--- src/rtl/module_fetch_unit.sv ---
// Instruction-fetch / program-load front end for module_instruction_memory.
// Optional PROG_CHECKSUM_EN adds load_checksum (XOR of words accepted since load_start).
module module_fetch_unit #(
  parameter int WORD_SIZE    = 32,
  parameter int ADDRESS_BITS = 32,
  parameter int MEMORY       = 1024,
  parameter int RESET_PC     = 0
) (
  input  logic                    clk,
  input  logic                    rst,
  input  logic                    load_start,
  input  logic                    load_valid,
  input  logic [WORD_SIZE-1:0]    load_data,
  input  logic                    load_last,
  output logic                    load_ready,
  input  logic                    run_start,
  input  logic                    stall,
  input  logic                    redirect,
  input  logic [ADDRESS_BITS-1:0] redirect_pc,
  output logic [ADDRESS_BITS-1:0] imem_addr,
  output logic                    imem_prog,
  output logic [WORD_SIZE-1:0]    imem_code,
  input  logic [WORD_SIZE-1:0]    imem_instruction,
  output logic                    fetch_valid,
  output logic [WORD_SIZE-1:0]    fetch_instr,
  output logic [ADDRESS_BITS-1:0] fetch_pc,
`ifdef PROG_CHECKSUM_EN
  output logic [WORD_SIZE-1:0]    load_checksum,
`endif
  output logic                    busy
);

  typedef enum logic [1:0] {
    ST_IDLE = 2'd0,
    ST_PROG = 2'd1,
    ST_RUN  = 2'd2
  } state_t;

  localparam logic [ADDRESS_BITS-1:0] MEM_WORDS = ADDRESS_BITS'(MEMORY);
  localparam logic [ADDRESS_BITS-1:0] LAST_ADDR = ADDRESS_BITS'(MEMORY - 1);
  localparam logic [ADDRESS_BITS-1:0] START_PC  = ADDRESS_BITS'(RESET_PC);

  state_t                  state_q, state_d;
  logic [ADDRESS_BITS-1:0] pc_q, pc_d;
  logic [ADDRESS_BITS-1:0] fetch_pc_q, fetch_pc_d;
  logic                    fetch_valid_q, fetch_valid_d;
  logic [ADDRESS_BITS-1:0] load_cnt_q, load_cnt_d;
`ifdef PROG_CHECKSUM_EN
  logic [WORD_SIZE-1:0]    checksum_q, checksum_d;
`endif

  always_comb begin
    state_d       = state_q;
    pc_d          = pc_q;
    fetch_pc_d    = fetch_pc_q;
    fetch_valid_d = fetch_valid_q;
    load_cnt_d    = load_cnt_q;
`ifdef PROG_CHECKSUM_EN
    checksum_d    = checksum_q;
`endif
    load_ready    = 1'b0;
    imem_prog     = 1'b0;
    imem_addr     = '0;
    imem_code     = '0;

    unique case (state_q)
      ST_IDLE: begin
        if (load_start) begin
          state_d    = ST_PROG;
          load_cnt_d = '0;
`ifdef PROG_CHECKSUM_EN
          checksum_d = '0;
`endif
        end else if (run_start) begin
          state_d       = ST_RUN;
          pc_d          = START_PC;
          fetch_valid_d = 1'b0;
        end
      end

      ST_PROG: begin
        load_ready = 1'b1;
        imem_prog  = load_valid;
        imem_addr  = load_cnt_q;
        imem_code  = load_data;
        if (load_valid) begin
`ifdef PROG_CHECKSUM_EN
          checksum_d = checksum_q ^ load_data;
`endif
          if (load_last || (load_cnt_q == LAST_ADDR)) begin
            state_d    = ST_IDLE;
            load_cnt_d = '0;
          end else begin
            load_cnt_d = load_cnt_q + ADDRESS_BITS'(1);
          end
        end
      end

      ST_RUN: begin
        // Redirect beats stall; a stalled valid instruction is re-read to hold it steady.
        if (redirect) begin
          imem_addr = redirect_pc % MEM_WORDS;
        end else if (stall && fetch_valid_q) begin
          imem_addr = fetch_pc_q;
        end else begin
          imem_addr = pc_q;
        end
        fetch_pc_d    = imem_addr;
        fetch_valid_d = 1'b1;
        pc_d          = (imem_addr == LAST_ADDR) ? '0 : imem_addr + ADDRESS_BITS'(1);
      end

      default: begin
        state_d = ST_IDLE;
      end
    endcase
  end

  always_ff @(posedge clk) begin
    if (rst) begin
      state_q       <= ST_IDLE;
      pc_q          <= START_PC;
      fetch_pc_q    <= START_PC;
      fetch_valid_q <= 1'b0;
      load_cnt_q    <= '0;
`ifdef PROG_CHECKSUM_EN
      checksum_q    <= '0;
`endif
    end else begin
      state_q       <= state_d;
      pc_q          <= pc_d;
      fetch_pc_q    <= fetch_pc_d;
      fetch_valid_q <= fetch_valid_d;
      load_cnt_q    <= load_cnt_d;
`ifdef PROG_CHECKSUM_EN
      checksum_q    <= checksum_d;
`endif
    end
  end

  assign fetch_valid = fetch_valid_q;
  assign fetch_pc    = fetch_pc_q;
  assign fetch_instr = imem_instruction;
  assign busy        = (state_q != ST_IDLE);
`ifdef PROG_CHECKSUM_EN
  assign load_checksum = checksum_q;
`endif

endmodule
--- config.mk ---
export PLATFORM = sky130hd
export DESIGN_NAME = module_fetch_unit
export DESIGN_NICKNAME = d
export VERILOG_FILES = /design/src/rtl/module_fetch_unit.sv
export SDC_FILE = /design/constraint.sdc
export NUM_CORES = 1
export LEC_CHECK = 0
export CORE_MARGIN = 8
export CORE_UTILIZATION = 49
export CTS_CLUSTER_SIZE = 28
export DETAILED_ROUTE_END_ITERATION = 10
export GPL_TIMING_DRIVEN = 0
export MAX_ROUTING_LAYER = met4
export PLACE_DENSITY_LB_ADDON = 0.25
export SYNTH_ARGS = -nofsm -noshare
export SYNTH_HDL_FRONTEND = slang
export SYNTH_SLANG_ARGS = --single-unit
--- constraint.sdc ---
create_clock -name clk -period 5.07 [get_ports clk]
set_clock_uncertainty 0.15 [all_clocks]
set_input_delay 1.2675 -clock clk [delete_from_list [all_inputs] [get_ports clk]]
set_output_delay 1.2675 -clock clk [all_outputs]
set_load 0.01 [all_outputs]
# Word-level counts from Yosys, hierarchy flattened
# Cells that the tools add are included.
# totals
word_cells,50
reg_bits,99
out_inout_bits,132
# classes
n_mux,23
n_bitwise,1
reduce_logical,9
eq_ne,10
n_addsub,2
# op_table
operator,n
$mux W32,10
$pmux W32 S2,3
$add A32 B1 Y32 const B,2
$eq A32 B10 Y1 const B,2
$ne A2 B2 Y1 const B,5
$mux W2,4
$pmux W2 S3,1
$reduce_and A3 Y1,2
$reduce_bool A2 Y1,3
$mux W1,4
$reduce_and A4 Y1,1
$ne A3 B3 Y1 const B,1
$eq A2 B1 Y1 const B,1
$eq A2 B2 Y1 const B,1
$logic_not A2 Y1,1
$pmux W1 S2,1
$logic_and A1 B1 Y1,1
$logic_or A1 B1 Y1,1
$not A1 Y1,1

# Longest topological paths before layout
# Gate-level depths: netlist (run 1).
# depth
ltp_word,7
mapped_depth,11

# Worst setup path after synthesis (run 1)
# No wires, ideal clock.
# synth_path
path_kind,input to output
startpoint,in stall
endpoint,out imem_addr[14]
path_buffers,3
t_required_ns,3.653
slack_ns,0.841
path_stages,8
t_arrival_ns,2.812
cell_sequence,buf_4 -> nand2_1 -> clkbuf_1 -> clkbuf_1 -> nand2_1 -> a21oi_1 -> nand2_1 -> a21boi_0
# synth_via
elab_chain_cells,5
# synth_lines
element,line,rtl
"start, declared",17,"input logic stall,"
$logic_and A1 B1 Y1,103,end else if (stall && fetch_valid_q) begin
$mux W32,103,
$mux W32,101,if (redirect) begin
$mux W32,66,unique case (state_q)
$pmux W32 S2,66,
"end, declared",20,"output logic [ADDRESS_BITS-1:0] imem_addr,"
# No other way between the ends. The select of a mux whose other input is x is not followed.

# Worst setup path after layout (run 1)
# layout_path
startpoint,in stall
endpoint,out imem_addr[27]
# Same word-level chain as after synthesis.

==> metrics.yaml, run 1 <==
status: "finished clean"
required_ns: 3.65
grt_pass1_vias: 6278
placementRows: 41
place_ws_ns: -0.6988
die_h_um: 129.7
worst_slack_ns: 0.02367
antenna_cells: 0
path_max_fanout: 10
holdWs_ns: 0.3147
pwr_density_cell_nw_per_um2: 230.0
reg2reg_depth: 10
dp_hpwl_um: 17950
synthFlopType: "dfxtp_1"
cp.depth: 10
cpLargestDelayFamily: "buffers and inverters"
io_buffers: 179
p_total_mw: 2.036
layout-drive-gt1-share: 0.1255
max_clock_freq_mhz: 198.2
grt_max_degree: 19
finalMaxSlewViolations: 0
ant_nets: 0
cts_tree: "done"
path_clk_slew_ns: 0.07
yosysMostFrequentCell: "nand2_1"
synth_commonest_cells: "nand2_1 (152), dfxtp_1 (99), a21oi_1 (56)"
crit_top_cell: "buf_6"
crit_start: "stall"
die_w_um: 129.7
slowest_stage: "clkdlybuf4s50_1"
syn_area_per_cell_um2: 7.666
setup_tns_ns: 0
num-nets-final: 1131
boundaryPins: 236
end_kind: "primary output"
syn-num-nets: 935
antenna_found_initial: 0
synth.area.top_cells: "dfxtp_1 (31%), nand2_1 (9.0%), xor2_1 (6.1%)"
arrival_ns: 3.63
path_class: "primary input to primary output"
timing.final.crit_share: 0.9953
cap_violations: 0
vias: 6793
start_util: 0.5024
grt_pass1_wl_um: 34890
ir_drop_uv: 237.0
syn-cell-area_um2: 6340
htree_levels: 3
dr.pass1.iters: 6
tightest_slew_ns: 0.7660
overflow: 0
core_um2: 12620
r2r_start: "state_q[1]$_SDFFE_PP0P_"
ys_ff_latch: 99
synth_edf_count: 0
cp-start-kind: "primary input"
final_util: 0.7016
drc: 0
setup_viol: 0
reg2reg_slack_ns: 1.90
vias_per_cell: 5.661
nFillCells: 1057
leakage_nw: 3.000
place_congestion: 1.001
yosys_warnings: 0
synthArstFlopShare: 0
cts_sinks: 99
numCtsBuffers: 9
crit_buf_inv: 5
endpoint: "imem_addr[27]"
synth_top_area_frac: 0.3126
wire_per_inst_um: 19.42
ys_seq_area_frac: 0.3126
min_path_type: "flip-flop to flip-flop"
ys_types: 63
drtIter0Drc: 863
syn2layout_area_growth_pct: 39.65
hold_viol: 0
routed_wl_um: 23300
die_area_um2: 16830
max_slew_margin: 0.4893
r2r_end: "load_cnt_q[23]$_SDFFE_PP0P_"
grt.total_usage: 0.2736
clkLatencyLatePin_ns: 0.36
min_period_ns: 5.046
clockBufferDepth: 2
crit_chain: "clkdlybuf4s50_1, and2_1, buf_6, buf_6, buf_6, nand2_1, a21oi_4, nand2_1, a21boi_2, clkdlybuf4s50_1"
yosysTopAreaCell: "dfxtp_1"
cts-root-buf: "clkbuf_16"
synthCells: 827
slowest_delay_ns: 0.55
cell usage in the layout (no fill, tap or decap), types with 6 or more instances in the layout:
cell type and n:
a21boi_0 19, buf_6 6, clkbuf_16 9, nand2b_1 36, nand4_1 14, xor2_1 44, o21ai_0 18, buf_4 44
clkdlybuf4s50_1 169, nand2_1 151, a21boi_1 7, o21ai_1 11, and4_1 7, buf_2 6, nand4b_1 6, xnor2_1 18
a21oi_1 38, nor2_1 54, a21boi_2 6, dlygate4sd2_1 7, nand3_1 34, and2_1 38, and3_1 10, a211oi_1 6
nor4_1 14, dfxtp_1 99, inv_1 13, a21oi_2 14, clkbuf_1 28, nor2b_1 11
state kept, by name (all words and copies together) (netlist names):
name / count
pc_q: 32
fetch_pc: 32
fetch_valid: 1
load_cnt_q: 32
state_q: 2
per-layer routing:
| layer | wire length (um) | up-vias | GRT usage |
|---|---|---|---|
| li1 | - | 3193 | - |
| met1 | 9210 | 3156 | 0.3405 |
| met2 | 11210 | 389 | 0.4441 |
| met3 | 2356 | 55 | 0.05508 |
| met4 | 521 | 0 | 0.07309 |
| met5 | 0 | - | - |
area by class of cell:
type,instances,area [um^2],area share
multi-input combinational,631,3945,0.4456
sequential,99,1982,0.2239
buffer,84,520.5,0.05879
clock inverter,6,85.08,0.009610
inverter,13,48.80,0.005512
timing repair buffer,185,1828,0.2065
clock buffer,10,229.0,0.02586
tap,172,215.2,0.02431
power by group:
part	internal, mW	switching, mW	leakage [nW]
clock	0.395	0.340	0.149
combinational	0.236	0.263	2.05
sequential	0.790	0.0125	0.798
worst reg2reg max path: stages, from the launching register on:
cell	delay (ns)
dfxtp_1	0.36
inv_1	0.07
ha_1	0.28
mux2i_1	0.21
nor4_2	0.49
nor3b_1	0.59
and3_1	0.24
clkbuf_1	0.26
nand4_1	0.17
xor2_1	0.17
nor2_1	0.05
stage by stage:
stage / cells / cell area, um^2
floorplan: 827 / 6340
global placement: 1178 / 8347
detailed placement: 1178 / 8347
CTS: 1197 / 8767
global route: 1200 / 8853
finish: 1200 / 8853
worst min-delay path by stage:
stage	start	endpoint	slack, ns	cells after the start
after floorplan	pc_q[4]$_SDFFE_PP0P_	pc_q[4]$_SDFFE_PP0P_	0.28	2
after global placement	pc_q[5]$_SDFFE_PP0P_	pc_q[5]$_SDFFE_PP0P_	0.29	2
after detailed placement	pc_q[4]$_SDFFE_PP0P_	pc_q[4]$_SDFFE_PP0P_	0.30	2
after CTS	pc_q[4]$_SDFFE_PP0P_	pc_q[4]$_SDFFE_PP0P_	0.32	2
after global routing	pc_q[4]$_SDFFE_PP0P_	pc_q[4]$_SDFFE_PP0P_	0.34	2
final	pc_q[4]$_SDFFE_PP0P_	pc_q[4]$_SDFFE_PP0P_	0.31	2
timing repair:
action | CTS | global route
cloned | 0 | 0
pin swaps | 3 | 6
resized for setup | 46 | 23
hold endpoints to repair | 0 | 0
setup endpoints to repair | 20 | 16
hold buffers | 0 | 0
setup buffers | 3 | 3
kinds of logic after synthesis:
group,Yosys count,share of synthesized area
multiplexers,5,0.007895
adder cells (fa/ha/maj),4,0.007895
XOR/XNOR,62,0.08565
flip-flops,99,0.3126
buffers and inverters,97,0.08743
AND/OR/NAND/NOR,400,0.3286
AO/OA/AOI/OAI,160,0.1699
Note: power is estimated with default switching activity, not from simulation.
==> run 2, diff against run 1 <==
- TNS_END_PERCENT: not set -> 20
==> run 2 against run 1 <==
The flow now finishes with violations (setup timing); clock power about the same; utilization down 0.33 points; die area unchanged; global-route usage shrank 0.098 points; critical path depth is 1 lower; flip-flop and latch count is the same; total power fell by 0.14%; routed wire length decreased by 0.82%; register-to-register slack improved by 0.04 ns; sequential share of layout area rose by 0.10 points; cell area is 0.47% lower; sequential power about the same.
==> metrics.yaml, run 2 (same netlist as run 1, synthesis figures left out) <==
status: "finished with violations"
violations: "setup timing"
place_congestion: 1.001  # unchanged
core_um2: 12620  # unchanged
p_total_mw: 2.033  # -0.14%
r2r_start: "state_q[1]$_SDFFE_PP0P_"
setup_tns_ns: -0.05121  # -0.05121 ns
min_path_type: "flip-flop to flip-flop"
max_slew_margin: 0.5045  # +0.01515
path_clk_slew_ns: 0.07  # about the same
antenna_cells: 0  # unchanged
cts_tree: "done"
vias: 6810  # +0.25%
boundaryPins: 236  # unchanged
overflow: 0  # unchanged
io_buffers: 179  # unchanged
drtIter0Drc: 894  # +3.6%
final_common_cell: "clkdlybuf4s50_1"
grt_pass1_vias: 6295  # +0.27%
slowest_stage: "clkdlybuf4s50_1"
cp.depth: 9  # -1
start_util: 0.5024  # unchanged
finalMaxSlewViolations: 0  # unchanged
leakage_nw: 2.995  # -0.18%
syn2layout_area_growth_pct: 39.00
ir_drop_uv: 237.3  # +0.16%
crit_chain: "clkdlybuf4s50_1, buf_4, buf_4, buf_4, nand3_1, a21oi_4, nand2_1, a21boi_2, clkdlybuf4s50_1"
die_w_um: 129.7  # unchanged
arrival_ns: 3.69  # +0.06 ns
antenna_found_initial: 0  # unchanged
num-nets-final: 1127  # -0.35%
nFillCells: 1063  # +0.57%
cts_sinks: 99  # unchanged
numCtsBuffers: 9  # unchanged
cpLargestDelayFamily: "buffers and inverters"
cp-start-kind: "primary input"
die_area_um2: 16830  # unchanged
setup_viol: 2  # +2
dr.pass1.iters: 8  # +2
place_area_um2: 8347  # unchanged
endpoint: "imem_addr[12]"
clkLatencyLatePin_ns: 0.36  # about the same
multi_input_area_um2: 3926  # -0.48%
max_clock_freq_mhz: 195.9  # -1.1%
grt.total_usage: 0.2726  # -0.0009775
timing.final.crit_share: 1.007  # +0.01153
rsz0062_at_grt: "true"
wire_per_inst_um: 19.32  # -0.48%
regArea_um2: 1982  # unchanged
min_period_ns: 5.105  # +0.05844 ns
die_h_um: 129.7  # unchanged
routed_wl_um: 23110  # -0.82%
tightest_slew_ns: 0.7410  # -0.02502 ns
htree_levels: 3  # unchanged
hold_viol: 0  # unchanged
reg2reg_depth: 10  # unchanged
worst_slack_ns: -0.03477  # -0.05844 ns
vias_per_cell: 5.694  # +0.59%
final_cell_mix: "clkdlybuf4s50_1 (169), nand2_1 (151), dfxtp_1 (99), nor2_1 (54), xor2_1 (44)"
placementRows: 41  # unchanged
reg2reg_slack_ns: 1.94  # +0.04 ns
grt_max_degree: 19  # unchanged
path_max_fanout: 10  # unchanged
slowest_delay_ns: 0.56  # about the same
clockBufferDepth: 2  # unchanged
grt_pass1_wl_um: 34750  # -0.42%
cap_violations: 0  # unchanged
ant_nets: 0  # unchanged
end_kind: "primary output"
layout-drive-gt1-share: 0.1201  # -0.005369
drc: 0  # unchanged
dp_hpwl_um: 17950  # unchanged
crit_buf_inv: 5  # unchanged
fin_area_um2: 8812  # -0.47%
crit_start: "stall"
crit_top_cell: "buf_4"
cts-root-buf: "clkbuf_16"
required_ns: 3.65  # about the same
pwr_density_cell_nw_per_um2: 230.7  # +0.32%
path_class: "primary input to primary output"
r2r_end: "load_cnt_q[23]$_SDFFE_PP0P_"
[run 2: worst register-to-register path: stages, from the launching register on]
cell	delay (ns)
dfxtp_1	0.36
inv_1	0.07
ha_1	0.28
mux2i_1	0.21
nor4_2	0.49
nor3b_1	0.57
and3_1	0.23
clkbuf_1	0.25
nand4_1	0.16
xor2_1	0.18
nor2_1	0.05
[run 2: per-layer routing]
| layer | share of wire | GRT usage |
|---|---|---|
| met1 | 0.39 | 0.3386 |
| met2 | 0.48 | 0.4432 |
| met3 | 0.10 | 0.05222 |
| met4 | 0.023 | 0.07787 |
| met5 | 0 | - |
[run 2: final cells by class]
cell class	count	share of cell area
multi-input cells	631	0.4455
flip-flops and latches	99	0.2249
repair buffers	181	0.2049
plain buffers	84	0.05907
clock buffers	10	0.02598
well taps	172	0.02442
clock inverters	6	0.009655
inverters	13	0.005537
[run 2: repair_timing]
item,CTS,global route
gates resized for setup,45,19
setup endpoints to repair,20,17
pin swaps,2,2
cloned,0,0
hold buffers,0,0
buffers inserted,2,0
[run 2: report_power, final]
part	leakage, nW	internal [mW]	switching, mW	total [mW]
registers	0.798	0.790	0.0129	0.803
clock network	0.149	0.395	0.339	0.734
logic	2.05	0.234	0.262	0.496
total	2.99	1.42	0.614	2.03
[run 2: worst min-delay path by stage]
stage / start / end / slack (ns) / cells past startpoint
floorplan: pc_q[4]$_SDFFE_PP0P_ / pc_q[4]$_SDFFE_PP0P_ / 0.28 / 2
global placement: pc_q[5]$_SDFFE_PP0P_ / pc_q[5]$_SDFFE_PP0P_ / 0.29 / 2
detailed placement: pc_q[4]$_SDFFE_PP0P_ / pc_q[4]$_SDFFE_PP0P_ / 0.30 / 2
CTS: pc_q[4]$_SDFFE_PP0P_ / pc_q[4]$_SDFFE_PP0P_ / 0.32 / 2
global route: pc_q[4]$_SDFFE_PP0P_ / pc_q[4]$_SDFFE_PP0P_ / 0.34 / 2
finish: pc_q[4]$_SDFFE_PP0P_ / pc_q[4]$_SDFFE_PP0P_ / 0.32 / 2
[run 2: metrics by stage]
step                  util  hold WS [ns]  std cells  worst slack [ns]
floorplan                -        0.2750        827            0.8409
finish              0.6983        0.3180       1196          -0.03477
CTS                 0.6942        0.3204       1196          -0.06104
global placement    0.6614        0.2876       1178           -0.7570
detailed placement  0.6614        0.3027       1178           -0.6988
global route        0.6983        0.3383       1196           -0.1014
==> run 3, diff against run 2 <==
- ABC_AREA: not set -> 0
- CORE_UTILIZATION: 49 -> 40
==> run 3 against run 2 <==
The run still ends with setup timing left; final cell count up 3.6%; flip-flop and latch count unchanged; clock power is essentially flat; register-to-register slack about the same; sequential share of layout area about the same; critical path type unchanged; largest power group unchanged.
==> metrics.yaml, run 3 (same netlist as run 1, synthesis figures left out) <==
pwr_density_cell_nw_per_um2: 230.3  # -0.19%
end_kind: "primary output"
num-nets-final: 1126  # -0.089%
final_cell_mix: "clkdlybuf4s50_1 (172), nand2_1 (151), dfxtp_1 (99), nor2_1 (54), xor2_1 (44)"
clkLatencyLatePin_ns: 0.36  # about the same
holdWs_ns: 0.3143  # -0.003701 ns
arrival_ns: 3.82  # +0.13 ns
p_seq_frac: 0.396  # about the same
violations: "setup timing"
endpoint: "imem_addr[14]"
drc: 0  # unchanged
status: "finished with violations"
grt_pass1_vias: 6570  # +4.4%
path_clk_slew_ns: 0.07  # about the same
layout-drive-gt1-share: 0.1124  # -0.007703
switching_share: 0.2935  # -0.008586
max_slew_margin: 0.4390  # -0.06548
timing.final.crit_share: 1.032  # +0.02542
leakage_nw: 2.977  # -0.61%
clockBufferDepth: 2  # unchanged
regArea_um2: 1982  # unchanged
reg2reg_depth: 9  # -1
drtIter0Drc: 628  # -30%
die_w_um: 141.9  # +9.4%
p_comb_frac: 0.243  # about the same
min_path_type: "flip-flop to flip-flop"
boundaryPins: 236  # unchanged
grt_max_degree: 17  # -2
r2r_end: "pc_q[30]$_SDFFE_PP0P_"
antenna_cells: 0  # unchanged
routed_wl_um: 22840  # -1.2%
max_clock_freq_mhz: 191.1  # -2.5%
ir_drop_uv: 173.4  # -27%
finalMaxSlewViolations: 0  # unchanged
grt.total_usage: 0.2292  # -0.04347
cp-start-kind: "primary input"
syn2layout_area_growth_pct: 39.27
cts_tree: "done"
grt_pass1_wl_um: 35200  # +1.3%
hold_viol: 0  # unchanged
vias: 6626  # -2.7%
multi_input_area_um2: 3892  # -0.86%
reg2reg_slack_ns: 1.95  # about the same
antenna_found_initial: 0  # unchanged
p_sw_uw: 596.9  # -2.8%
cap_violations: 0  # unchanged
dr.pass1.iters: 5  # -3
ant_nets: 0  # unchanged
crit_start: "stall"
r2r_start: "fetch_valid$_SDFFE_PP0P_"
path_max_fanout: 10  # unchanged
tightest_slew_ns: 0.8389  # +0.09792 ns
core_um2: 15710  # +25%
place_ws_ns: -0.7818  # -0.08295 ns
min_period_ns: 5.234  # +0.1289 ns
cts_sinks: 99  # unchanged
die_area_um2: 20130  # +20%
dp_hpwl_um: 17810  # -0.77%
required_ns: 3.65  # about the same
path_class: "primary input to primary output"
setup_tns_ns: -0.4407  # -0.3895 ns
rsz0062_at_grt: "true"
htree_levels: 3  # unchanged
final_common_cell: "clkdlybuf4s50_1"
cts-root-buf: "clkbuf_16"
die_h_um: 141.9  # +9.4%
clkPwrFrac: 0.362  # about the same
place_congestion: 0.9847  # -1.6%
p_int_mw: 1.437  # +1.2%
placementRows: 46  # +12%
hold_buffers: 0  # unchanged
overflow: 0  # unchanged
numCtsBuffers: 9  # unchanged
wire_per_inst_um: 18.44  # -4.6%
io_buffers: 179  # unchanged
final_util: 0.5620  # -0.1363
start_util: 0.4035  # -0.09889
worst_slack_ns: -0.1636  # -0.1289 ns
setup_viol: 6  # +4
nFillCells: 1482  # +39%
vias_per_cell: 5.348  # -6.1%
==> run 3: cell count changes in the layout (fill, tap and decap cells not counted), moves of 3 or more <==
cell / previous run / this run
clkdlybuf4s50_1: 169 / 172
dlygate4sd2_1: 7 / 4
a21oi_1: 38 / 41
a21boi_1: 9 / 12
a21boi_2: 5 / 1
==> run 3: how the worst min path moves through the flow <==
stage	startpoint	end	slack, ns	cells past startpoint
after floorplan	pc_q[4]$_SDFFE_PP0P_	pc_q[4]$_SDFFE_PP0P_	0.28	2
after global placement	pc_q[4]$_SDFFE_PP0P_	pc_q[4]$_SDFFE_PP0P_	0.29	2
after detailed placement	pc_q[0]$_SDFFE_PP0P_	pc_q[0]$_SDFFE_PP0P_	0.30	2
after CTS	pc_q[0]$_SDFFE_PP0P_	pc_q[0]$_SDFFE_PP0P_	0.32	2
after global routing	pc_q[5]$_SDFFE_PP0P_	pc_q[5]$_SDFFE_PP0P_	0.34	2
final	pc_q[5]$_SDFFE_PP0P_	pc_q[5]$_SDFFE_PP0P_	0.31	2
==> run 3: what timing repair did <==
action	CTS	global route
endpoints found under the setup margin	20	21
pin swaps	1	2
gates resized for setup	31	21
buffers inserted	0	1
==> run 3: power groups by stage <==
| stage | registers, mW | clock network, mW | logic [mW] |
|---|---|---|---|
| finish | 0.804 | 0.736 | 0.493 |
| global route | 0.806 | 0.776 | 0.531 |
| CTS | 0.804 | 0.742 | 0.495 |
| detailed placement | 0.822 | 0 | 0.490 |
| global placement | 0.822 | 0 | 0.489 |
| floorplan | 0.819 | 0 | 0.272 |
==> run 3: critical path: stages <==
cell	delay, ns
clkdlybuf4s50_1	0.47
and2_1	0.14
buf_6	0.14
buf_6	0.18
buf_6	0.17
clkbuf_4	0.21
nand2_1	0.10
a21oi_4	0.21
nand2_1	0.11
a21boi_1	0.21
clkdlybuf4s50_1	0.59
==> run 3: layout make-up <==
type                       instances  area share
clock buffer                      12     0.02905
inverter                          13    0.005526
tap                              216     0.03061
sequential                        99      0.2245
buffer                            84     0.05923
clock inverter                     4    0.006235
multi-input combinational        631      0.4408
timing repair buffer             180      0.2041
==> run 3: routing by layer <==
layer / GRT usage / vias to the layer above / wire (um)
met5: - / - / 0
met4: 0.09440 / 0 / 601
met3: 0.04603 / 44 / 1994
met2: 0.3637 / 353 / 10610
met1: 0.2799 / 3042 / 9631
li1: - / 3187 / -
==> run 3: per-stage QoR <==
step / cell area (um^2) / total power [mW] / cells
final: 8830 / 2.034 / 1239
after global routing: 8830 / 2.113 / 1239
after CTS: 8762 / 2.041 / 1238
after detailed placement: 8402 / 1.312 / 1222
after global placement: 8402 / 1.311 / 1222
after floorplan: 6340 / 1.092 / 827
